$ cat src/rtl/ftsd_bcd_counter_pkg.sv
// Shared types and constants for the seven-segment BCD counter block.
package ftsd_bcd_counter_pkg;

    typedef enum logic [1:0] {
        ST_IDLE  = 2'd0,
        ST_RUN   = 2'd1,
        ST_PAUSE = 2'd2
    } state_t;

    localparam logic [3:0] BCD_MAX = 4'd9;

    // Force a preset nibble into the legal BCD range.
    function automatic logic [3:0] bcd_clamp(input logic [3:0] n);
        return (n > BCD_MAX) ? BCD_MAX : n;
    endfunction

endpackage

$ cat src/rtl/ftsd_bcd_counter_digit.sv
// One BCD digit of the up/down counter, chained to its neighbours through
// step enable (carry/borrow in) and the terminal-count flag (carry/borrow out).
module bcd_digit
    import ftsd_bcd_counter_pkg::*;
(
    input  logic       clk,
    input  logic       rst,
    input  logic       step,
    input  logic       dir,
    input  logic       load,
    input  logic [3:0] load_val,
    input  logic       clear,
    output logic [3:0] digit,
    output logic       tc
);

    // Terminal count: the digit that rolls over on this step in this direction.
    assign tc = dir ? (digit == BCD_MAX) : (digit == 4'd0);

    // Digit register: clear beats load beats step.
    always_ff @(posedge clk or posedge rst) begin
        if (rst)
            digit <= 4'd0;
        else if (clear)
            digit <= 4'd0;
        else if (load)
            digit <= bcd_clamp(load_val);
        else if (step) begin
            if (dir)
                digit <= tc ? 4'd0 : digit + 4'd1;
            else
                digit <= tc ? BCD_MAX : digit - 4'd1;
        end
    end

endmodule

$ cat src/rtl/ftsd_bcd_counter.sv
// Four-digit BCD up/down counter with run/pause/idle control, a step
// prescaler and a free-running scan counter feeding the display mux.
module ftsd_bcd_counter
    import ftsd_bcd_counter_pkg::*;
#(
    parameter int TICK_DIV  = 400000,
    parameter int SCAN_BITS = 16
) (
    input  logic        clk,
    input  logic        rst,
    input  logic        start_stop,
    input  logic        clear,
    input  logic        load,
    input  logic [15:0] load_val,
    input  logic        dir,
    output logic [3:0]  dig3,
    output logic [3:0]  dig2,
    output logic [3:0]  dig1,
    output logic [3:0]  dig0,
    output logic [1:0]  scan_sel,
    output logic        running,
    output logic        done,
    output logic        wrap
);

    localparam int PRE_W = (TICK_DIV > 2) ? $clog2(TICK_DIV) : 1;

    state_t               state, state_n;
    logic [PRE_W-1:0]     pre, pre_n;
    logic [SCAN_BITS-1:0] scan;
    logic [3:0][3:0]      digs;
    logic [3:0]           tc;
    logic [4:0]           en;
    logic                 load_ok, ss_ok, tick, step, hit_zero, hit_wrap;

    // Resolve coincident pulses: clear > load (not in RUN) > start_stop.
    assign load_ok  = load & ~clear & (state != ST_RUN);
    assign ss_ok    = start_stop & ~clear & ~load_ok;
    assign tick     = (pre == PRE_W'(TICK_DIV - 1));
    // A start_stop in RUN pauses on that edge instead of stepping, so the
    // partial period survives intact for the resume.
    assign step     = (state == ST_RUN) & ~clear & ~ss_ok & tick;
    assign hit_zero = step & ~dir & (digs == 16'h0001);
    assign hit_wrap = step &  dir & (digs == 16'h9999);

    // Carry/borrow ripple: a digit steps when all lower digits are terminal.
    assign en[0] = step;
    for (genvar i = 0; i < 4; i++) begin : g_dig
        bcd_digit u_dig (
            .clk      (clk),
            .rst      (rst),
            .step     (en[i]),
            .dir      (dir),
            .load     (load_ok),
            .load_val (load_val[4*i +: 4]),
            .clear    (clear),
            .digit    (digs[i]),
            .tc       (tc[i])
        );
        assign en[i+1] = en[i] & tc[i];
    end

    // Next-state and prescaler logic.
    always_comb begin
        state_n = state;
        pre_n   = pre;
        if (clear) begin
            state_n = ST_IDLE;
            pre_n   = '0;
        end else if (load_ok) begin
            pre_n   = '0;
        end else if (ss_ok) begin
            unique case (state)
                ST_IDLE: begin
                    // Counting down from zero would finish instantly; refuse.
                    if (dir || (digs != 16'h0000)) begin
                        state_n = ST_RUN;
                        pre_n   = '0;
                    end
                end
                ST_RUN:   state_n = ST_PAUSE;
                ST_PAUSE: state_n = ST_RUN;
                default:  state_n = ST_IDLE;
            endcase
        end else if (state == ST_RUN) begin
            pre_n = tick ? '0 : pre + PRE_W'(1);
            if (hit_zero)
                state_n = ST_IDLE;
        end
    end

    // State, prescaler, pulse and scan registers.
    always_ff @(posedge clk or posedge rst) begin
        if (rst) begin
            state   <= ST_IDLE;
            pre     <= '0;
            running <= 1'b0;
            done    <= 1'b0;
            wrap    <= 1'b0;
            scan    <= '0;
        end else begin
            state   <= state_n;
            pre     <= pre_n;
            running <= (state_n == ST_RUN);
            done    <= hit_zero;
            wrap    <= hit_wrap;
            scan    <= scan + SCAN_BITS'(1);
        end
    end

    assign scan_sel = scan[SCAN_BITS-1 -: 2];
    assign dig3     = digs[3];
    assign dig2     = digs[2];
    assign dig1     = digs[1];
    assign dig0     = digs[0];

endmodule

$ cat config.mk
export PLATFORM = sky130hd
export DESIGN_NAME = ftsd_bcd_counter
export DESIGN_NICKNAME = d
export VERILOG_FILES = /design/src/rtl/ftsd_bcd_counter_pkg.sv /design/src/rtl/ftsd_bcd_counter_digit.sv /design/src/rtl/ftsd_bcd_counter.sv
export SDC_FILE = /design/constraint.sdc
export NUM_CORES = 1
export LEC_CHECK = 0
export ABC_AREA = 1
export CAP_MARGIN = 20
export CORE_AREA = 2 2 124 66
export DETAILED_ROUTE_END_ITERATION = 12
export DIE_AREA = 0 0 126 68
export PLACE_DENSITY = 0.79
export SYNTH_ARGS = -nofsm -noshare
export SYNTH_HDL_FRONTEND = slang
export SYNTH_HIERARCHICAL = 1
export SYNTH_SLANG_ARGS = --single-unit
$ cat constraint.sdc
create_clock -name clk -period 2.2 [get_ports clk]
set_input_delay 0.22 -clock clk [delete_from_list [all_inputs] [get_ports clk]]
set_output_delay 0.22 -clock clk [all_outputs]
set_load 0.02 [all_outputs]
# Word-level counts from Yosys, hierarchy flattened
# Index checks and enable logic that the tools add are counted.
[classes] n_reduce_logical=13 n_lt_le_gt_ge=4 n_mux=46 eq_ne=13 bitwise=18 addsub=10
[op_table] cell="$mux 19" n=7
[op_table] cell="$mux 4" n=28
[op_table] cell="$add 19x1->19 const B" n=1
[op_table] cell="$eq 19x19->1 const B" n=1
[op_table] cell="$add 16x1->16 const B" n=1
[op_table] cell="$add 4x1->4 const B" n=4
[op_table] cell="$eq 16x1->1 const B" n=1
[op_table] cell="$eq 16x16->1 const B" n=1
[op_table] cell="$eq 4x4->1 const B" n=4
[op_table] cell="$gt 4x4->1 const B" n=4
[op_table] cell="$logic_not 4->1" n=4
[op_table] cell="$reduce_bool 16->1" n=1
[op_table] cell="$sub 4x1->4 const B" n=4
[op_table] cell="$and 1x1->1" n=14
[op_table] cell="$mux 2" n=6
[op_table] cell="$reduce_bool 3->1" n=4
[op_table] cell="$ne 4x3->1 const B" n=2
[op_table] cell="$pmux 2 s3" n=1
[op_table] cell="$eq 2x1->1 const B" n=2
[op_table] cell="$mux 1" n=4
[op_table] cell="$not 1->1" n=4
[op_table] cell="$reduce_bool 4->1" n=1
[op_table] cell="$reduce_and 3->1" n=1
[op_table] cell="$eq 2x2->1 const B" n=1
[op_table] cell="other kinds (3)" n=3
[word_totals] out_inout_bits=21 register_bits=56

# Longest topological paths before layout
# Gate-level depths: netlist of run 1.
[depth] ltp_word=16 ltp_mapped=14 mapped_depth_nobuf=14

# Cells and area by module
# The synthesis of run 1 kept the hierarchy.
[by_module_without_submodules] mod="ftsd_bcd_counter" cells_each=336 instances=1 seq_area_each_um2=1001.0 area_per_inst_um2=2494.9
[by_module_without_submodules] mod="bcd_digit" cells_each=73 instances=4 seq_area_each_um2=100.1 area_per_inst_um2=424.2

# Worst setup path after synthesis of run 1
# OpenSTA, ideal clock, no wires.
[synth_path] path_kind="reg2reg" start="reg state[0]" end="reg g_dig[1].u_dig.digit[0]" t_arrival_ns=1.848 n_path_buf=0 required_ns=2.124 path_stages_with_launch=10 slack_ns=0.275 path_cell_list="dfrtp_1 -> nand2_4 -> nand2_1 -> nor2_1 -> inv_2 -> nand2_2 -> nand2_1 -> a21oi_1 -> nand2_1 -> o21ai_1"
[synth_between] elab_chain_len=9 elab_cells_between_ends=13
[synth_lines] item="start, declared" line="ftsd_bcd_counter.sv:28" text="state_t state, state_n;"
[synth_lines] item="start signal, assigned" line="ftsd_bcd_counter.sv:102" text="state <= state_n;"
[synth_lines] item="$ne 2x1->1 *" line="ftsd_bcd_counter.sv:37" text="assign load_ok = load & ~clear & (state != ST_RUN);"
[synth_lines] item="$and 1x1->1 *" line="ftsd_bcd_counter.sv:37"
[synth_lines] item="named net load_ok" line="ftsd_bcd_counter.sv:34" text="logic load_ok, ss_ok, tick, step, hit_zero, hit_wrap;"
[synth_lines] item="$not 1->1" line="ftsd_bcd_counter.sv:38" text="assign ss_ok = start_stop & ~clear & ~load_ok;"
[synth_lines] item="$and 1x1->1" line="ftsd_bcd_counter.sv:38"
[synth_lines] item="$not 1->1" line="ftsd_bcd_counter.sv:42" text="assign step = (state == ST_RUN) & ~clear & ~ss_ok & tick;"
[synth_lines] item="$and 1x1->1 (2 in series)" line="ftsd_bcd_counter.sv:42"
[synth_lines] item="$and 1x1->1" line="ftsd_bcd_counter.sv:60" text="assign en[i+1] = en[i] & tc[i];"
[synth_lines] item="$reduce_bool 3->1 (no line)"
[synth_lines] item="end signal, assigned" line="ftsd_bcd_counter_digit.sv:27" text="digit <= bcd_clamp(load_val);"
[synth_lines] item="end signal, assigned" line="ftsd_bcd_counter_digit.sv:30" text="digit <= tc ? 4'd0 : digit + 4'd1;"
[synth_lines] item="end signal, assigned" line="ftsd_bcd_counter_digit.sv:32" text="digit <= tc ? BCD_MAX : digit - 4'd1;"
[synth_lines] item="end, declared" line="ftsd_bcd_counter_digit.sv:13" text="output logic [3:0] digit,"
# Mark *: on every way through the listed nets, which the timed path passes. The rest lies on a longest branch.
# A chain may end at the register's enable or synchronous reset.

# Worst setup path in the final report of run 1
[layout_path] start="reg pre[0]" end="reg g_dig[2].u_dig.digit[0]"
[layout_between] elab_chain_len=5
[layout_lines] item="start, declared" line="ftsd_bcd_counter.sv:29" text="logic [PRE_W-1:0] pre, pre_n;"
[layout_lines] item="start signal, assigned" line="ftsd_bcd_counter.sv:103" text="pre <= pre_n;"
[layout_lines] item="$eq 19x19->1" line="ftsd_bcd_counter.sv:39" text="assign tick = (pre == PRE_W'(TICK_DIV - 1));"
[layout_lines] item="$and 1x1->1" line="ftsd_bcd_counter.sv:42"
[layout_lines] item="$and 1x1->1 (2 in series)" line="ftsd_bcd_counter.sv:60"
[layout_lines] item="named net en[2]" line="ftsd_bcd_counter.sv:33" text="logic [4:0] en;"
[layout_lines] item="$reduce_bool 3->1 (no line)"
[layout_lines] item="end signal, assigned" line="ftsd_bcd_counter_digit.sv:27"
[layout_lines] item="end signal, assigned" line="ftsd_bcd_counter_digit.sv:30"
[layout_lines] item="end signal, assigned" line="ftsd_bcd_counter_digit.sv:32"
[layout_lines] item="end, declared" line="ftsd_bcd_counter_digit.sv:13"
# The timed path passes the listed nets, and every way through them passes these cells.

==> flow_summary.ini, run 1 <==
[grt]
first_global_vias = 3871
overflow = 0
grt_usage_pct = 27.2
grt_pass1_wl_um = 18600
grt_max_degree = 41
grt_antenna_before_repair = 0

[yosys]
synthesis.area_um2 = 4190
synth_top_cell_by_area = dfrtp_1
ys.flop_type = dfrtp_1
yosysSeqAreaShare_pct = 33.4
synth_nets = 664
netlist_instances = 628
yosysTopAreaCellShare_pct = 33.4
synthSimpleGateAreaFrac_pct = 40.5
muxShareOfSynthArea_pct = 0
synth_xor_xnor_area_share_pct = 3.13
yosysWarnings = 6
yosysUniqueCellTypes = 35
ys_async_sr_fraction_pct = 100
syn_avg_cell_area_um2 = 6.67
synth-seq-cells = 56
synth_compound_area_share_pct = 8.54
synth_edf_count = 0
synth_fa_ha_area_share_pct = 4.18
synth_top_family_by_area = simple AND/OR/NAND/NOR gates
ys_top_cells_by_area = dfrtp_1 (33%), nand2_1 (17%), inv_1 (7.7%)

[sta]
hold_violations = 0
drv_slew = 0
worst_slack_ns = 0.125
post-route-period-util_pct = 94.3
relSlewSlack_pct = 62.9
setup_viol = 0
fin_skew_ns = 0.00292
worst_slew_pin_slew_ns = 0.555
min_period_ns = 2.08
clock.fmax_ghz = 0.482
grt_setup_unrepaired = no

[power_and_ir_drop]
max-vdd-ir-drop_uv = 336
power.leakage_nw = 2.55
powerDensity_nw_per_um2 = 597

[route]
via_per_inst = 5.45
via_count = 4346
first_pass_iters = 9
routedWlPerCell_um = 14.3
ant_nets = 0
wl_um = 11400
route.detailed.drc = 0
drtIter0Drc = 507

[setup_path]
worstPathRequired_ns = 2.43
crit_path_top_delay_cell = dfrtp_1
cp_max_fo = 4
crit_top_cell = nand2_1
cp-end-kind = flop
critPathArrivalTime_ns = 2.31
r2r_slack_ns = 0.12
cp_cell_sequence = ha_4 > nand2_1 > nor2_4 > nand3_1 > nor2_2 > nand2_2 > nor3b_1 > nor2_1 > nand2_2 > nand2_1 > a21oi_1 > nand2_1 > o21ai_1
worstReg2RegStart = pre[0]$_DFFE_PP0P_
worstSetupStartpointType = flop
r2r-end = g_dig[2].u_dig/digit[0]$_DFFE_PP0P_
r2r_cells = 13
crit_buf_inv = 0
slowest_delay_ns = 0.40
critPathKind = reg2reg
path_delay_family = simple AND/OR/NAND/NOR gates

[cts]
cts.reportedPaths.clkPinSlew_ns = 0.08
root_buffer = clkbuf_16
cts_made_buffers = 5
numClockSinks = 56
htreeDepth = 2
cts_tree = done
worstSkewPairLatency_ns = 0.30
clk_path_buf_depth = 2

[hold_path]
hp-class = in2async

[die]
rows = 23
initial_core_util_pct = 55.2
fp.dieW_um = 126
die-area_um2 = 8570
core_um2 = 7600
die_h_um = 68
ios = 43

[placed_design]
port_buffers = 42
dp.final_hpwl_um = 8640
place_ws_ns = -0.0234
gp_congestion = 1.03

[run]
maxCapViolCount = 0

[outcome]
outcome = finished, final reports clean

[finish]
finish.utilization_pct = 66.8
drive_above_1_share_pct = 13.3
syn_to_final_growth_pct = 21.2
fin_nets = 733
nFillCells = 650
antenna_cells = 0
## through the flow
step | cells | setup TNS, ns | instance area, µm² | hold WS, ns | power [W]
after floorplan | 628 | 0 | 4190 | -0.0139 | 0.00182
after global placement | 787 | 0 | 4860 | 0.443 | 0.00216
after detailed placement | 787 | -0.0396 | 4860 | 0.459 | 0.00218
after CTS | 795 | 0 | 5020 | 0.329 | 0.00302
after global routing | 798 | 0 | 5080 | 0.348 | 0.00322
final | 798 | 0 | 5080 | 0.334 | 0.00303
## cell usage in the layout (no fill, tap or decap), types with 6 or more instances in the layout
master	synthesis	layout
nand2_1	186	184
inv_1	86	85
nor2_1	68	65
nand3_1	61	61
dfrtp_1	56	53
clkdlybuf4s50_1	0	42
nand4_1	24	24
buf_4	2	23
a21oi_1	17	16
o21ai_0	15	15
nor3_1	15	14
inv_2	13	14
nand2_2	12	14
ha_1	14	13
o21ai_2	11	11
xor2_1	10	10
o21ai_1	6	6
## power by group
group,switching (W),internal (W)
clock network,0.000408,0.000434
registers,0.000102,0.00108
logic,0.000611,0.000397
## worst max-delay path by stage
| stage | startpoint | end | depth (start not counted) |
|---|---|---|---|
| 3_5_place_dp | dir | g_dig[3].u_dig/digit[0]$_DFFE_PP0P_ | 14 |
| 4_1_cts | pre[0]$_DFFE_PP0P_ | g_dig[3].u_dig/digit[0]$_DFFE_PP0P_ | 14 |
| 5_1_grt | pre[1]$_DFFE_PP0P_ | g_dig[3].u_dig/digit[0]$_DFFE_PP0P_ | 14 |
| 6_report | pre[0]$_DFFE_PP0P_ | g_dig[2].u_dig/digit[0]$_DFFE_PP0P_ | 13 |
| 3_3_place_gp | dir | g_dig[3].u_dig/digit[0]$_DFFE_PP0P_ | 14 |
| 2_1_floorplan | state[0]$_DFF_PP0_ | g_dig[1].u_dig/digit[0]$_DFFE_PP0P_ | 9 |
## routing by layer
metal | wire length [µm] | GRT usage (%) | vias up
met5 | 0 | 0 | -
met4 | 131 | 4.40 | 0
met3 | 1120 | 6.65 | 24
met2 | 4690 | 40.6 | 214
met1 | 5470 | 40.6 | 1960
li1 | - | - | 2148
## sequential cells by signal (all words and copies together) (netlist names)
name and flops:
pre 19, g_dig.u_dig/digit 16, scan 16, state 2
done 1, running 1, wrap 1
## cell type report
class / count / area [µm²] / area share (%)
timing repair buffer: 66 / 613 / 12.1
tap: 100 / 125 / 2.46
multi-input combinational: 468 / 2400 / 47.3
sequential: 56 / 1410 / 27.7
clock buffer: 5 / 125 / 2.46
clock inverter: 3 / 27.5 / 0.542
inverter: 100 / 380 / 7.49
## synthesized netlist by cell type (2+ instances only)
| master | instances |
|---|---|
| xnor2_1 | 5 |
| o21a_1 | 2 |
| nand2_2 | 12 |
| o21ai_2 | 11 |
| inv_1 | 86 |
| nor4_1 | 2 |
| nor3b_1 | 3 |
| ha_1 | 14 |
| inv_2 | 13 |
| nor2_1 | 68 |
| buf_4 | 2 |
| xor2_1 | 10 |
| nand3_1 | 61 |
| o21bai_1 | 2 |
| o21ai_0 | 15 |
| nand2_1 | 186 |
| nor3_1 | 15 |
| nand3_2 | 3 |
| a21oi_2 | 2 |
| nand2_4 | 2 |
| a21oi_1 | 17 |
| dfrtp_1 | 56 |
| o21ai_1 | 6 |
| nand4_1 | 24 |
## cell families after synthesis
family / after synthesis
simple gates: 382
buf+inv: 104
flops: 56
fa+ha+maj: 14
xor+xnor: 15
compound gates: 57
## timing repair
| action | in CTS | in global routing |
|---|---|---|
| gates resized for setup | 1 | 13 |
| hold buffers | 0 | 0 |
| setup endpoints to repair | 2 | 8 |
| pin swaps | 0 | 2 |
| setup buffers | 0 | 3 |
No activity file was read; power rests on OpenSTA's default activity.
==> run 2, diff against run 1 <==
- SKIP_CTS_REPAIR_TIMING: not set -> 1
==> flow_summary.ini, run 2 (same netlist as run 1, synthesis figures left out) <==
[route]
via_per_inst = 5.42
routedWlPerCell_um = 14.3
wl_um = 11400
ant_nets = 0
route.detailed.drc = 0
via_count = 4326
drtIter0Drc = 493
first_pass_iters = 8

[die]
initial_core_util_pct = 55.2
die_h_um = 68
die-area_um2 = 8570
core_um2 = 7600
fp.dieW_um = 126
rows = 23
ios = 43

[finish]
finish.utilization_pct = 66.8
drive_above_1_share_pct = 13.3
reg_top3 = pre: 19 flops, g_dig.u_dig/digit: 16 flops, scan: 16 flops
final_cell_area_um2 = 5080
final_common_cell = nand2_1
nFillCells = 650
final_cell_mix = nand2_1 (184), inv_1 (85), nor2_1 (65), nand3_1 (61), dfrtp_1 (53)
antenna_cells = 0
fin_nets = 733
multi_input_area_um2 = 2400
regMostFlops = pre
ff_latch_area_um2 = 1410
largest_reg_flops = 19
syn_to_final_growth_pct = 21.2

[grt]
grt_max_degree = 41
grt_usage_pct = 27.2
grt_pass1_wl_um = 18600
grt_antenna_before_repair = 0
first_global_vias = 3871
overflow = 0

[power_and_ir_drop]
powerDensity_nw_per_um2 = 597
max-vdd-ir-drop_uv = 336
power.leakage_nw = 2.55

[outcome]
outcome = finished, final reports clean

[cts]
numClockSinks = 56
htreeDepth = 2
root_buffer = clkbuf_16
cts_made_buffers = 5
cts.reportedPaths.clkPinSlew_ns = 0.08
clk_path_buf_depth = 2
worstSkewPairLatency_ns = 0.30
cts_tree = done

[setup_path]
r2r_cells = 13
worstPathRequired_ns = 2.43
critPathArrivalTime_ns = 2.30
worstSetupStartpointType = flop
worstReg2RegStart = pre[0]$_DFFE_PP0P_
r2r_slack_ns = 0.13
cp_max_fo = 4
critPathKind = reg2reg
r2r-end = g_dig[2].u_dig/digit[0]$_DFFE_PP0P_
cp-end-kind = flop

[placed_design]
gp_congestion = 1.03
placed_area_um2 = 4860
place_ws_ns = -0.0234
dp.final_hpwl_um = 8640
port_buffers = 42

[sta]
worst_slack_ns = 0.133
post-route-period-util_pct = 94.0
grt_setup_unrepaired = no
hold_violations = 0
relSlewSlack_pct = 62.9
worst_slew_pin_slew_ns = 0.555
setup_viol = 0
drv_slew = 0
clock.fmax_ghz = 0.484
finalSetupTns_ns = 0
min_period_ns = 2.07
fin_skew_ns = 0.00384

[hold_path]
hp-class = in2async

[run]
maxCapViolCount = 0
==> run 2: cell counts in the layout (fill, tap and decap cells not counted) <==
Identical to the previous run, type by type.
==> run 2: worst max-delay path by stage <==
stage / from / endpoint / slack (ns)
after global placement: dir / g_dig[3].u_dig/digit[0]$_DFFE_PP0P_ / 0.11
final: pre[0]$_DFFE_PP0P_ / g_dig[2].u_dig/digit[0]$_DFFE_PP0P_ / 0.13
after global routing: pre[1]$_DFFE_PP0P_ / g_dig[3].u_dig/digit[0]$_DFFE_PP0P_ / 0.008
after detailed placement: dir / g_dig[3].u_dig/digit[0]$_DFFE_PP0P_ / -0.02
after CTS: pre[0]$_DFFE_PP0P_ / g_dig[3].u_dig/digit[0]$_DFFE_PP0P_ / -0.05
after floorplan: state[0]$_DFF_PP0_ / g_dig[1].u_dig/digit[0]$_DFFE_PP0P_ / 0.28
==> run 2: critical path, cell delays in order (launching register included) <==
cell,delay (ns)
dfrtp_1,0.40
ha_4,0.17
nand2_1,0.10
nor2_4,0.16
nand3_1,0.11
nor2_2,0.16
nand2_2,0.10
nor3b_1,0.21
nor2_1,0.09
nand2_2,0.10
nand2_1,0.12
a21oi_1,0.15
nand2_1,0.07
o21ai_1,0.06
==> run 2: metal layers <==
layer	up-vias	global-route usage [%]	wire (µm)
li1	2146	-	-
met1	1946	40.6	5410
met2	222	40.6	4690
met3	12	6.65	1180
met4	0	4.40	89
met5	-	0	0
==> run 2: area by class of cell <==
class | count | share of cell area [%]
clock inverter | 3 | 0.542
timing repair buffer | 66 | 12.1
clock buffer | 5 | 2.46
inverter | 100 | 7.49
tap | 100 | 2.46
sequential | 56 | 27.7
multi-input combinational | 468 | 47.3
==> run 2: through the flow <==
step / cells / total power, W / hold slack (ns)
final: 798 / 0.00303 / 0.337
after global routing: 798 / 0.00322 / 0.348
after CTS: 795 / 0.00302 / 0.329
after detailed placement: 787 / 0.00218 / 0.459
after global placement: 787 / 0.00216 / 0.443
after floorplan: 628 / 0.00182 / -0.0139
==> run 2: where the power goes <==
group	switching, W	internal, W
logic	0.000610	0.000397
clock network	0.000410	0.000434
registers	0.000102	0.00108
==> run 3, diff against run 2 <==
- CTS_CLUSTER_DIAMETER: not set -> 80
==> results of run 3 <==
The final DEF is identical to that of run 2; final timing and power are the same.
